### src/rtl/vga_timing_pkg.sv
// Shared constants for the VGA timing generator: standard display modes,
// sync polarity encoding and the pixel-divider width.
package vga_timing_pkg;

  localparam int DIV_W = 5;

  typedef enum logic {
    POL_ACTIVE_LOW  = 1'b0,
    POL_ACTIVE_HIGH = 1'b1
  } sync_pol_e;

  typedef struct packed {
    int unsigned h_visible;
    int unsigned h_front;
    int unsigned h_sync;
    int unsigned h_back;
    int unsigned v_visible;
    int unsigned v_front;
    int unsigned v_sync;
    int unsigned v_back;
    logic        h_pol;
    logic        v_pol;
  } vga_mode_t;

  localparam vga_mode_t MODE_640X480_60 = '{
    h_visible: 32'd640,  h_front: 32'd16, h_sync: 32'd96,  h_back: 32'd48,
    v_visible: 32'd480,  v_front: 32'd10, v_sync: 32'd2,   v_back: 32'd33,
    h_pol: POL_ACTIVE_LOW, v_pol: POL_ACTIVE_LOW};

  localparam vga_mode_t MODE_1024X768_60 = '{
    h_visible: 32'd1024, h_front: 32'd24, h_sync: 32'd136, h_back: 32'd160,
    v_visible: 32'd768,  v_front: 32'd3,  v_sync: 32'd6,   v_back: 32'd29,
    h_pol: POL_ACTIVE_LOW, v_pol: POL_ACTIVE_LOW};

  localparam vga_mode_t MODE_1280X1024_60 = '{
    h_visible: 32'd1280, h_front: 32'd48, h_sync: 32'd112, h_back: 32'd248,
    v_visible: 32'd1024, v_front: 32'd1,  v_sync: 32'd3,   v_back: 32'd38,
    h_pol: POL_ACTIVE_HIGH, v_pol: POL_ACTIVE_HIGH};

  // Physical pin level for a sync window state at the given polarity.
  function automatic logic sync_level(input logic active, input logic pol);
    logic level;
    if (active) begin
      level = pol;
    end else begin
      level = ~pol;
    end
    return level;
  endfunction

endpackage

### src/rtl/vga_timing_if.sv
// Run request and timing outputs of vga_timing_gen; fetch-ahead signals exist
// only when VGA_TIMING_PREFETCH_EN is defined.
interface vga_timing_if #(
  parameter int CNT_W = 16
);
  logic             iEnable;
  logic             oHsync;
  logic             oVsync;
  logic             oActive;
  logic [CNT_W-1:0] oCol;
  logic [CNT_W-1:0] oRow;
  logic             oPixelEn;
  logic             oLineStart;
  logic             oFrameStart;
`ifdef VGA_TIMING_PREFETCH_EN
  logic [CNT_W-1:0] oFetchCol;
  logic [CNT_W-1:0] oFetchRow;
  logic             oFetchValid;
`endif

  modport master (
    input  iEnable,
`ifdef VGA_TIMING_PREFETCH_EN
    output oFetchCol, oFetchRow, oFetchValid,
`endif
    output oHsync, oVsync, oActive, oCol, oRow, oPixelEn, oLineStart, oFrameStart
  );

  modport slave (
    output iEnable,
`ifdef VGA_TIMING_PREFETCH_EN
    input  oFetchCol, oFetchRow, oFetchValid,
`endif
    input  oHsync, oVsync, oActive, oCol, oRow, oPixelEn, oLineStart, oFrameStart
  );
endinterface

### src/rtl/vga_axis_counter.sv
// One timing axis: a wrapping position counter with sync and visible window
// decodes. Used once per line (pixels) and once per frame (lines).
module vga_axis_counter #(
  parameter int CNT_W   = 16,
  parameter int VISIBLE = 640,
  parameter int FRONT   = 16,
  parameter int SYNC    = 96,
  parameter int BACK    = 48
) (
  input  logic             clk,
  input  logic             rst_n,
  input  logic             clr,
  input  logic             inc,
  output logic [CNT_W-1:0] count,
  output logic             wrap,
  output logic             sync_win,
  output logic             vis_win
);
  localparam int TOTAL = VISIBLE + FRONT + SYNC + BACK;
  localparam logic [CNT_W-1:0] LAST       = CNT_W'(TOTAL - 1);
  localparam logic [CNT_W-1:0] SYNC_START = CNT_W'(VISIBLE + FRONT);
  localparam logic [CNT_W-1:0] SYNC_STOP  = CNT_W'(VISIBLE + FRONT + SYNC);
  localparam logic [CNT_W-1:0] VIS_STOP   = CNT_W'(VISIBLE);

  logic [CNT_W-1:0] count_q;
  logic [CNT_W-1:0] count_d;

  // Next position: clear wins over increment, increment wraps at the last slot.
  always_comb begin
    count_d = count_q;
    if (clr) begin
      count_d = '0;
    end else if (inc) begin
      if (count_q == LAST) begin
        count_d = '0;
      end else begin
        count_d = count_q + CNT_W'(1);
      end
    end else begin
      count_d = count_q;
    end
  end

  // Position register.
  always_ff @(posedge clk or negedge rst_n) begin
    if (!rst_n) begin
      count_q <= '0;
    end else begin
      count_q <= count_d;
    end
  end

  assign count    = count_q;
  assign wrap     = (count_q == LAST);
  assign sync_win = (count_q >= SYNC_START) && (count_q < SYNC_STOP);
  assign vis_win  = (count_q < VIS_STOP);

endmodule

### src/rtl/vga_timing_gen.sv
// VGA sync/coordinate generator with a pixel-clock divider and registered,
// mutually aligned outputs. Optional fetch-ahead port: VGA_TIMING_PREFETCH_EN.
module vga_timing_gen
  import vga_timing_pkg::*;
#(
  parameter int H_VISIBLE  = int'(MODE_640X480_60.h_visible),
  parameter int H_FRONT    = int'(MODE_640X480_60.h_front),
  parameter int H_SYNC     = int'(MODE_640X480_60.h_sync),
  parameter int H_BACK     = int'(MODE_640X480_60.h_back),
  parameter int V_VISIBLE  = int'(MODE_640X480_60.v_visible),
  parameter int V_FRONT    = int'(MODE_640X480_60.v_front),
  parameter int V_SYNC     = int'(MODE_640X480_60.v_sync),
  parameter int V_BACK     = int'(MODE_640X480_60.v_back),
  parameter bit H_SYNC_POL = MODE_640X480_60.h_pol,
  parameter bit V_SYNC_POL = MODE_640X480_60.v_pol,
  parameter int PIX_DIV    = 1,
  parameter int CNT_W      = 16
`ifdef VGA_TIMING_PREFETCH_EN
  , parameter int FETCH_LEAD = 2
`endif
) (
  input logic         Clock,
  input logic         Reset,
  vga_timing_if.master bus
);
  localparam int H_TOTAL = H_VISIBLE + H_FRONT + H_SYNC + H_BACK;
  localparam int V_TOTAL = V_VISIBLE + V_FRONT + V_SYNC + V_BACK;
  localparam logic [DIV_W-1:0] DIV_LAST = DIV_W'(PIX_DIV - 1);

  if (H_VISIBLE < 1 || H_FRONT < 1 || H_SYNC < 1 || H_BACK < 1 ||
      V_VISIBLE < 1 || V_FRONT < 1 || V_SYNC < 1 || V_BACK < 1) begin : g_bad_geometry
    $error("vga_timing_gen: geometry parameters must be non-zero");
  end
  if (longint'(H_TOTAL) >= (longint'(1) << CNT_W) ||
      longint'(V_TOTAL) >= (longint'(1) << CNT_W)) begin : g_bad_total
    $error("vga_timing_gen: line or frame total does not fit in CNT_W bits");
  end
  if (PIX_DIV < 1 || PIX_DIV > 16) begin : g_bad_div
    $error("vga_timing_gen: PIX_DIV must be in 1..16");
  end

  logic             run_s, tick_s, adv_s;
  logic [CNT_W-1:0] h_count_s, v_count_s;
  logic             h_wrap_s, v_wrap_s, h_sync_s, v_sync_s, h_vis_s, v_vis_s;

  logic [DIV_W-1:0] div_q, div_d;
  logic             frame_arm_q, frame_arm_d;
  logic             hsync_q, hsync_d, vsync_q, vsync_d, active_q, active_d;
  logic [CNT_W-1:0] col_q, col_d, row_q, row_d;
  logic             pix_en_q, pix_en_d, line_start_q, line_start_d;
  logic             frame_start_q, frame_start_d;

  // A pixel is presented on divider phase 0 and the counters step on the last
  // phase, so oCol/oRow hold for the whole pixel starting with its strobe.
  assign run_s  = bus.iEnable;
  assign tick_s = run_s && (div_q == '0);
  assign adv_s  = run_s && (div_q == DIV_LAST);

  vga_axis_counter #(
    .CNT_W(CNT_W), .VISIBLE(H_VISIBLE), .FRONT(H_FRONT), .SYNC(H_SYNC), .BACK(H_BACK)
  ) u_h_cnt (
    .clk(Clock), .rst_n(Reset), .clr(!run_s), .inc(adv_s),
    .count(h_count_s), .wrap(h_wrap_s), .sync_win(h_sync_s), .vis_win(h_vis_s)
  );

  vga_axis_counter #(
    .CNT_W(CNT_W), .VISIBLE(V_VISIBLE), .FRONT(V_FRONT), .SYNC(V_SYNC), .BACK(V_BACK)
  ) u_v_cnt (
    .clk(Clock), .rst_n(Reset), .clr(!run_s), .inc(adv_s && h_wrap_s),
    .count(v_count_s), .wrap(v_wrap_s), .sync_win(v_sync_s), .vis_win(v_vis_s)
  );

  // Divider phase and frame-start arming; the first pixel after idle or after
  // the final pixel of a frame is a frame start.
  always_comb begin
    div_d       = div_q;
    frame_arm_d = frame_arm_q;
    if (!run_s) begin
      div_d       = '0;
      frame_arm_d = 1'b1;
    end else begin
      if (div_q == DIV_LAST) begin
        div_d = '0;
      end else begin
        div_d = div_q + DIV_W'(1);
      end
      if (adv_s && h_wrap_s && v_wrap_s) begin
        frame_arm_d = 1'b1;
      end else if (tick_s) begin
        frame_arm_d = 1'b0;
      end else begin
        frame_arm_d = frame_arm_q;
      end
    end
  end

  // Output decode of the current counters.
  always_comb begin
    hsync_d       = sync_level(1'b0, H_SYNC_POL);
    vsync_d       = sync_level(1'b0, V_SYNC_POL);
    active_d      = 1'b0;
    col_d         = '0;
    row_d         = '0;
    pix_en_d      = 1'b0;
    line_start_d  = 1'b0;
    frame_start_d = 1'b0;
    if (run_s) begin
      hsync_d       = sync_level(h_sync_s, H_SYNC_POL);
      vsync_d       = sync_level(v_sync_s, V_SYNC_POL);
      active_d      = h_vis_s && v_vis_s;
      col_d         = h_count_s;
      row_d         = v_count_s;
      pix_en_d      = tick_s;
      line_start_d  = tick_s && (h_count_s == '0);
      frame_start_d = tick_s && frame_arm_q;
    end else begin
      hsync_d       = sync_level(1'b0, H_SYNC_POL);
      vsync_d       = sync_level(1'b0, V_SYNC_POL);
      active_d      = 1'b0;
      pix_en_d      = 1'b0;
      line_start_d  = 1'b0;
      frame_start_d = 1'b0;
    end
  end

  // Divider, arming flag and output registers.
  always_ff @(posedge Clock or negedge Reset) begin
    if (!Reset) begin
      div_q         <= '0;
      frame_arm_q   <= 1'b1;
      hsync_q       <= ~H_SYNC_POL;
      vsync_q       <= ~V_SYNC_POL;
      active_q      <= 1'b0;
      col_q         <= '0;
      row_q         <= '0;
      pix_en_q      <= 1'b0;
      line_start_q  <= 1'b0;
      frame_start_q <= 1'b0;
    end else begin
      div_q         <= div_d;
      frame_arm_q   <= frame_arm_d;
      hsync_q       <= hsync_d;
      vsync_q       <= vsync_d;
      active_q      <= active_d;
      col_q         <= col_d;
      row_q         <= row_d;
      pix_en_q      <= pix_en_d;
      line_start_q  <= line_start_d;
      frame_start_q <= frame_start_d;
    end
  end

  assign bus.oHsync      = hsync_q;
  assign bus.oVsync      = vsync_q;
  assign bus.oActive     = active_q;
  assign bus.oCol        = col_q;
  assign bus.oRow        = row_q;
  assign bus.oPixelEn    = pix_en_q;
  assign bus.oLineStart  = line_start_q;
  assign bus.oFrameStart = frame_start_q;

`ifdef VGA_TIMING_PREFETCH_EN
  localparam int CW1 = CNT_W + 1;

  if (FETCH_LEAD < 1 || FETCH_LEAD >= H_TOTAL) begin : g_bad_lead
    $error("vga_timing_gen: FETCH_LEAD must be in 1..H_TOTAL-1");
  end

  logic [CW1-1:0]   fcol_sum_s;
  logic [CNT_W-1:0] fcol_q, fcol_d, frow_q, frow_d;
  logic             fvalid_q, fvalid_d;

  assign fcol_sum_s = {1'b0, h_count_s} + CW1'(FETCH_LEAD);

  // Coordinates FETCH_LEAD pixels ahead, carrying into the next line/frame.
  always_comb begin
    fcol_d   = '0;
    frow_d   = '0;
    fvalid_d = 1'b0;
    if (run_s) begin
      fvalid_d = 1'b1;
      if (fcol_sum_s >= CW1'(H_TOTAL)) begin
        fcol_d = CNT_W'(fcol_sum_s - CW1'(H_TOTAL));
        if (v_wrap_s) begin
          frow_d = '0;
        end else begin
          frow_d = v_count_s + CNT_W'(1);
        end
      end else begin
        fcol_d = fcol_sum_s[CNT_W-1:0];
        frow_d = v_count_s;
      end
    end else begin
      fcol_d   = '0;
      frow_d   = '0;
      fvalid_d = 1'b0;
    end
  end

  // Fetch-ahead registers, aligned with the main outputs.
  always_ff @(posedge Clock or negedge Reset) begin
    if (!Reset) begin
      fcol_q   <= '0;
      frow_q   <= '0;
      fvalid_q <= 1'b0;
    end else begin
      fcol_q   <= fcol_d;
      frow_q   <= frow_d;
      fvalid_q <= fvalid_d;
    end
  end

  assign bus.oFetchCol   = fcol_q;
  assign bus.oFetchRow   = frow_q;
  assign bus.oFetchValid = fvalid_q;
`endif

endmodule

### src/flat_wrapper.sv
// flat-port wrapper written by rule: the top's interface ports become plain ports
module vga_timing_gen_flat import vga_timing_pkg::*;
#(
  parameter int H_VISIBLE  = int'(MODE_640X480_60.h_visible),
  parameter int H_FRONT    = int'(MODE_640X480_60.h_front),
  parameter int H_SYNC     = int'(MODE_640X480_60.h_sync),
  parameter int H_BACK     = int'(MODE_640X480_60.h_back),
  parameter int V_VISIBLE  = int'(MODE_640X480_60.v_visible),
  parameter int V_FRONT    = int'(MODE_640X480_60.v_front),
  parameter int V_SYNC     = int'(MODE_640X480_60.v_sync),
  parameter int V_BACK     = int'(MODE_640X480_60.v_back),
  parameter bit H_SYNC_POL = MODE_640X480_60.h_pol,
  parameter bit V_SYNC_POL = MODE_640X480_60.v_pol,
  parameter int PIX_DIV    = 1,
  parameter int CNT_W      = 16

)
  (Clock, Reset, bus_iEnable, bus_oHsync, bus_oVsync, bus_oActive, bus_oCol, bus_oRow, bus_oPixelEn, bus_oLineStart, bus_oFrameStart);
  vga_timing_if #(.CNT_W(CNT_W)) bus_i ();
  input logic Clock;
  input logic Reset;
  input wire logic [$bits(bus_i.iEnable)-1:0] bus_iEnable;
  output wire logic [$bits(bus_i.oHsync)-1:0] bus_oHsync;
  output wire logic [$bits(bus_i.oVsync)-1:0] bus_oVsync;
  output wire logic [$bits(bus_i.oActive)-1:0] bus_oActive;
  output wire logic [$bits(bus_i.oCol)-1:0] bus_oCol;
  output wire logic [$bits(bus_i.oRow)-1:0] bus_oRow;
  output wire logic [$bits(bus_i.oPixelEn)-1:0] bus_oPixelEn;
  output wire logic [$bits(bus_i.oLineStart)-1:0] bus_oLineStart;
  output wire logic [$bits(bus_i.oFrameStart)-1:0] bus_oFrameStart;
  assign bus_i.iEnable = bus_iEnable;
  assign bus_oHsync = bus_i.oHsync;
  assign bus_oVsync = bus_i.oVsync;
  assign bus_oActive = bus_i.oActive;
  assign bus_oCol = bus_i.oCol;
  assign bus_oRow = bus_i.oRow;
  assign bus_oPixelEn = bus_i.oPixelEn;
  assign bus_oLineStart = bus_i.oLineStart;
  assign bus_oFrameStart = bus_i.oFrameStart;
  vga_timing_gen #(.H_VISIBLE(H_VISIBLE), .H_FRONT(H_FRONT), .H_SYNC(H_SYNC), .H_BACK(H_BACK), .V_VISIBLE(V_VISIBLE), .V_FRONT(V_FRONT), .V_SYNC(V_SYNC), .V_BACK(V_BACK), .H_SYNC_POL(H_SYNC_POL), .V_SYNC_POL(V_SYNC_POL), .PIX_DIV(PIX_DIV), .CNT_W(CNT_W)) u_core (.Clock(Clock), .Reset(Reset), .bus(bus_i));
endmodule
### config.mk
export PLATFORM = sky130hd
export DESIGN_NAME = vga_timing_gen_flat
export DESIGN_NICKNAME = d
export VERILOG_FILES = /design/src/rtl/vga_timing_pkg.sv /design/src/rtl/vga_timing_if.sv /design/src/rtl/vga_axis_counter.sv /design/src/rtl/vga_timing_gen.sv /design/src/flat_wrapper.sv
export SDC_FILE = /design/constraint.sdc
export NUM_CORES = 1
export LEC_CHECK = 0
export CAP_MARGIN = 20
export CORE_MARGIN = 2
export CORE_UTILIZATION = 60
export CTS_CLUSTER_SIZE = 14
export DETAILED_ROUTE_END_ITERATION = 16
export PLACE_DENSITY = 0.83
export SLEW_MARGIN = 20
export SYNTH_ARGS = -nofsm -noshare
export SYNTH_HDL_FRONTEND = slang
export SYNTH_SLANG_ARGS = --single-unit
export TNS_END_PERCENT = 10
### constraint.sdc
create_clock -name Clock -period 3.9 [get_ports Clock]
set_input_delay 0.78 -clock Clock [delete_from_list [all_inputs] [get_ports Clock]]
set_output_delay 0.78 -clock Clock [all_outputs]
set_load 0.01 [all_outputs]
# Word-level counts from Yosys, hierarchy flattened
# Cells that the tools add are included.
# W data, S select, Z words.
# word_totals
reg_bits,76
output_inout_bits,38
# op_classes
addsub,3
magnitude_cmp,6
n_eq_ne,5
mux,21
reduce_logical,10
# ops
op,count
$mux W16,8
$add A16 B1 Y16 const B,2
$eq A16 B10 Y1 const B,2
$lt A16 B10 Y1 const B,2
$lt A16 B9 Y1 const B,2
$ge A16 B10 Y1 const B,1
$ge A16 B9 Y1 const B,1
$logic_not A16 Y1,1
$mux W1,11
$mux W5,2
$logic_and A1 B1 Y1,8
$add A5 B1 Y5 const B,1
$logic_not A5 Y1,1
$ne A2 B1 Y1 const B,2
$ne A3 B1 Y1 const B,1

# Depth between registers and ports, before layout
# depth
depth_word,6
ltp_mapped,9
depth_no_buf,8

# Hierarchy
# A second synthesis with hierarchy kept.
# unflattened
hier_cells,317
area_unflattened_um2,3415.8
# modules_own_cells
mod,instances,cells_per_inst,area_per_inst_um2,seq_area_each_um2
vga_timing_gen,1,113,1525.2,1104.8
vga_axis_counter at u_core.u_v_cnt,1,100,962.2,400.4
vga_axis_counter at u_core.u_h_cnt,1,104,928.4,400.4

# Worst setup path before layout
# No wires, ideal clock.
# synth_timing
path_kind,register -> register
from,reg u_core.u_h_cnt.count_q[10] (netlist: u_core.u_h_cnt.count[10])
to,reg u_core.u_v_cnt.count_q[11] (netlist: u_core.u_v_cnt.count[11])
setup_ns,0.119
arrival_time_ns,1.925
required_time_ns,3.781
path_slack_ns,1.856
path_stages_with_launch,8
path_buffers,2
period_less_slack_ns,2.044
cell_sequence,dfrtp_1 -> buf_6 -> or4_4 -> nor4_4 -> buf_4 -> nand4_1 -> xnor2_1 -> and2_1
# synth_between
elab_chain_cells,3
# synth_lines
element,line_no,text
start: declaration,vga_axis_counter.sv:25,logic [CNT_W-1:0] count_q;
start signal: assignment,vga_axis_counter.sv:49,count_q <= count_d;
$eq A16 B10 Y1,vga_axis_counter.sv:54,assign wrap = (count_q == LAST);
$logic_and A1 B1 Y1,vga_timing_gen.sv:69,".clk(Clock), .rst_n(Reset), .clr(!run_s), .inc(adv_s && h_wrap_s),"
$ne A2 B1 Y1 (no line),--,
end signal: assignment,vga_axis_counter.sv:49,
end: declaration,vga_axis_counter.sv:25,
# Every way passes these cells.
# A chain may end at the register's enable or synchronous reset.

# Worst setup path after layout
# layout_timing
from,reg u_core.div_q[0]
to,reg u_core.u_h_cnt.count_q[10] (netlist: u_core.u_h_cnt.count[10])
# layout_between
elab_chain_cells,3
# layout_lines
element,line_no,text
start: declaration,vga_timing_gen.sv:46,"logic [DIV_W-1:0] div_q, div_d;"
start signal: assignment,vga_timing_gen.sv:140,div_q <= div_d;
$logic_not A5 Y1,vga_timing_gen.sv:57,assign adv_s = run_s && (div_q == DIV_LAST);
$logic_and A1 B1 Y1,vga_timing_gen.sv:57,
$ne A2 B1 Y1 (no line),--,
# Every way passes these cells.

==> results.yml <==
yosys:
  synthArstFlopShare_pct: 100
  synth_edf_count: 0
  synth_top_area_share_pct: 52.0
  synth_cells: 342
  yosysTopAreaCell: "dfrtp_1"
  ys.flop_type: "dfrtp_1"
  synthTopCellsByArea: "dfrtp_1, and2_1, o21ai_0"
  ys_ff_latch: 76
  syn_avg_cell_area_um2: 10.3
  syn_nets: 352
  yosysWarnings: 0
  synth_area_um2: 3520
  yosysUniqueCellTypes: 49
  yosysSeqAreaShare_pct: 54.2
min_path:
  min_path_cells: 1
  min_delay_worst_endpoint: "u_core.div_q[0]"
  hp-class: "register to register"
  min_from: "u_core.div_q[0]"
pwr:
  vdd_drop_max_mv: 0.285
  p_per_area_nw_per_um2: 370
  total_power_mw: 1.54
  p_leak_nw: 1.82
global_routing:
  grt_overflow: 0
  grt_pass1_wl_mm: 12.6
  antenna_found_initial: 0
  grt_max_degree: 77
  grt_pass1_vias: 2569
  grt_use_total_pct: 25.8
sta:
  fin_crit_ps: 2680
  finalCritPeriodShare_pct: 68.8
  slew_violations: 0
  rsz0062_at_grt: "false"
  hold_viol: 0
  finalClockSkew_ps: 8.32
  relSlewSlack_pct: 37.8
  setup_viol: 0
  tns_ps: 0
  worst_pin_slew_ps: 933
  fmax_mhz: 373
final_layout:
  area_delta_synth_final_pct: 18.3
  drive_above_1_share_pct: 8.42
  antenna_cells: 0
  fin_nets: 385
cts:
  clock-sinks: 76
  cts-root-buf: "clkbuf_8"
  max-clock-path-buffers: 2
  cts_hold_buf: 0
  post_cts.repair.setup_buffers: 0
  cts_tree: "built"
  insertion_delay_ps: 350
  post_cts_resized: 0
  cts_made_buffers: 9
  clk_pin_slew_ps: 70
  htree_levels: 3
route:
  drcViolationCount: 0
  drtAntennaViolNets: 0
  wl_per_cell_um: 16.6
  vias: 2804
  routed_wl_mm: 7.52
  avgViaCountPerCell: 6.20
  firstDrtPassIters: 5
  drtIter0Drc: 296
critical_path:
  reg2reg_depth: 7
  path_class: "register to register"
  cp.arrival_ps: 2940
  r2r_slack_ps: 1220
  crit_required_ps: 4160
  endpoint_kind: "register"
  r2r_start: "u_core.div_q[0]"
  worstReg2RegEnd: "u_core.u_h_cnt.count[10]"
  critPathLaunchType: "register"
  worstPathMaxFanout: 15
floorplan:
  ios: 41
  dieHeight_um: 80.6
  die_x_um: 80.6
  placementRows: 27
  start_util_pct: 63.1
  coreArea_um2: 5570
  die-area_um2: 6490
flow_run:
  maxCapViolations: 0
place:
  port_buffers: 40
  gp_congestion: 0.882
  dp_hpwl_mm: 4.93
run_status:
  status: "finished, final reports clean"
state kept, by name, summed over array words and instances (netlist names), 5 cells and up:
register              count
u_core.u_h_cnt.count     16
u_core.u_v_cnt.count     16
u_core.div_q              5
u_core.bus.oRow          16
u_core.bus.oCol          16
synth_stat cells (5+ instances only):
master / count
a31oi_1: 9
nand3_1: 20
xnor2_1: 7
nand4_1: 13
a21oi_1: 8
ha_1: 7
inv_1: 9
clkbuf_1: 14
dfrtp_1: 73
nor4_1: 5
nor2_1: 16
o21ai_0: 21
nand2_1: 21
or3_1: 9
nor3_1: 9
and2_1: 42
o31ai_1: 5
and3_1: 6
power breakdown:
| part | internal [mW] | total [mW] | leakage [nW] | switching (mW) |
|---|---|---|---|---|
| clock | 0.410 | 0.685 | 0.122 | 0.275 |
| sequential | 0.795 | 0.802 | 1.04 | 0.00633 |
| combinational | 0.0175 | 0.0541 | 0.657 | 0.0366 |
| total | 1.22 | 1.54 | 1.82 | 0.318 |
routing by layer:
metal	wire length [um]	track usage (%)	up-vias	part of all wire [%]
li1	-	-	1278	-
met1	3230	36.5	1348	43
met2	3500	38.8	154	47
met3	570	3.93	24	7.6
met4	217	12.5	0	2.9
met5	0	0	-	0
kinds of logic (layout without fill, tap and decap cells):
| family | Yosys count | count (layout) | share of synthesized area, % |
|---|---|---|---|
| simple gates | 169 | 169 | 28.7 |
| flops | 76 | 76 | 54.2 |
| compound gates | 54 | 54 | 9.22 |
| buf+inv | 28 | 66 | 3.42 |
| xor+xnor | 8 | 8 | 1.99 |
| fa+ha+maj | 7 | 7 | 2.49 |
through the flow:
step	area [um^2]	hold slack [ps]	instances	setup WS [ps]	utilization, %
6_report	4160	502	452	1220	74.6
5_1_grt	4160	512	452	899	74.6
4_1_cts	4160	505	452	1250	74.6
3_5_place_dp	3930	499	436	1140	70.4
3_3_place_gp	3930	470	436	1260	70.4
2_1_floorplan	3520	455	342	1860	-
layout by cell type (no fill, tap or decap), types with 9 or more instances in the layout:
| cell type | instances |
|---|---|
| a31oi_1 | 9 |
| nand2_1 | 21 |
| o21ai_0 | 21 |
| inv_1 | 9 |
| clkdlybuf4s50_1 | 39 |
| and2_1 | 42 |
| dfrtp_1 | 73 |
| nand3_1 | 20 |
| nand4_1 | 13 |
| nor2_1 | 16 |
| or3_1 | 9 |
| clkbuf_8 | 12 |
| nor3_1 | 9 |
cell type report:
class | count | area [um^2]
sequential | 76 | 1910
multi-input combinational | 238 | 1490
fill | 412 | 1410
timing repair buffer | 41 | 405
clock buffer | 12 | 165
tap | 72 | 90.1
clock inverter | 4 | 70.1
inverter | 9 | 33.8
worst max-delay path: stages (launching register included):
cell	delay (ps)
dfrtp_1	410
inv_1	80
ha_1	180
nor4b_4	410
nand2_1	320
nor2_1	770
o21ai_0	200
a31oi_1	230
how the worst max path moves through the flow:
| stage | start | endpoint | cells past startpoint |
|---|---|---|---|
| floorplan | u_core.u_h_cnt.count[10] | u_core.u_v_cnt.count[11] | 7 |
| global placement | bus_iEnable | u_core.u_h_cnt.count[7] | 5 |
| detailed placement | bus_iEnable | u_core.u_h_cnt.count[10] | 5 |
| CTS | u_core.div_q[0] | u_core.u_h_cnt.count[10] | 7 |
| global route | u_core.div_q[0] | u_core.u_h_cnt.count[10] | 7 |
| finish | u_core.div_q[0] | u_core.u_h_cnt.count[10] | 7 |
(Power assumes the default switching activity.)
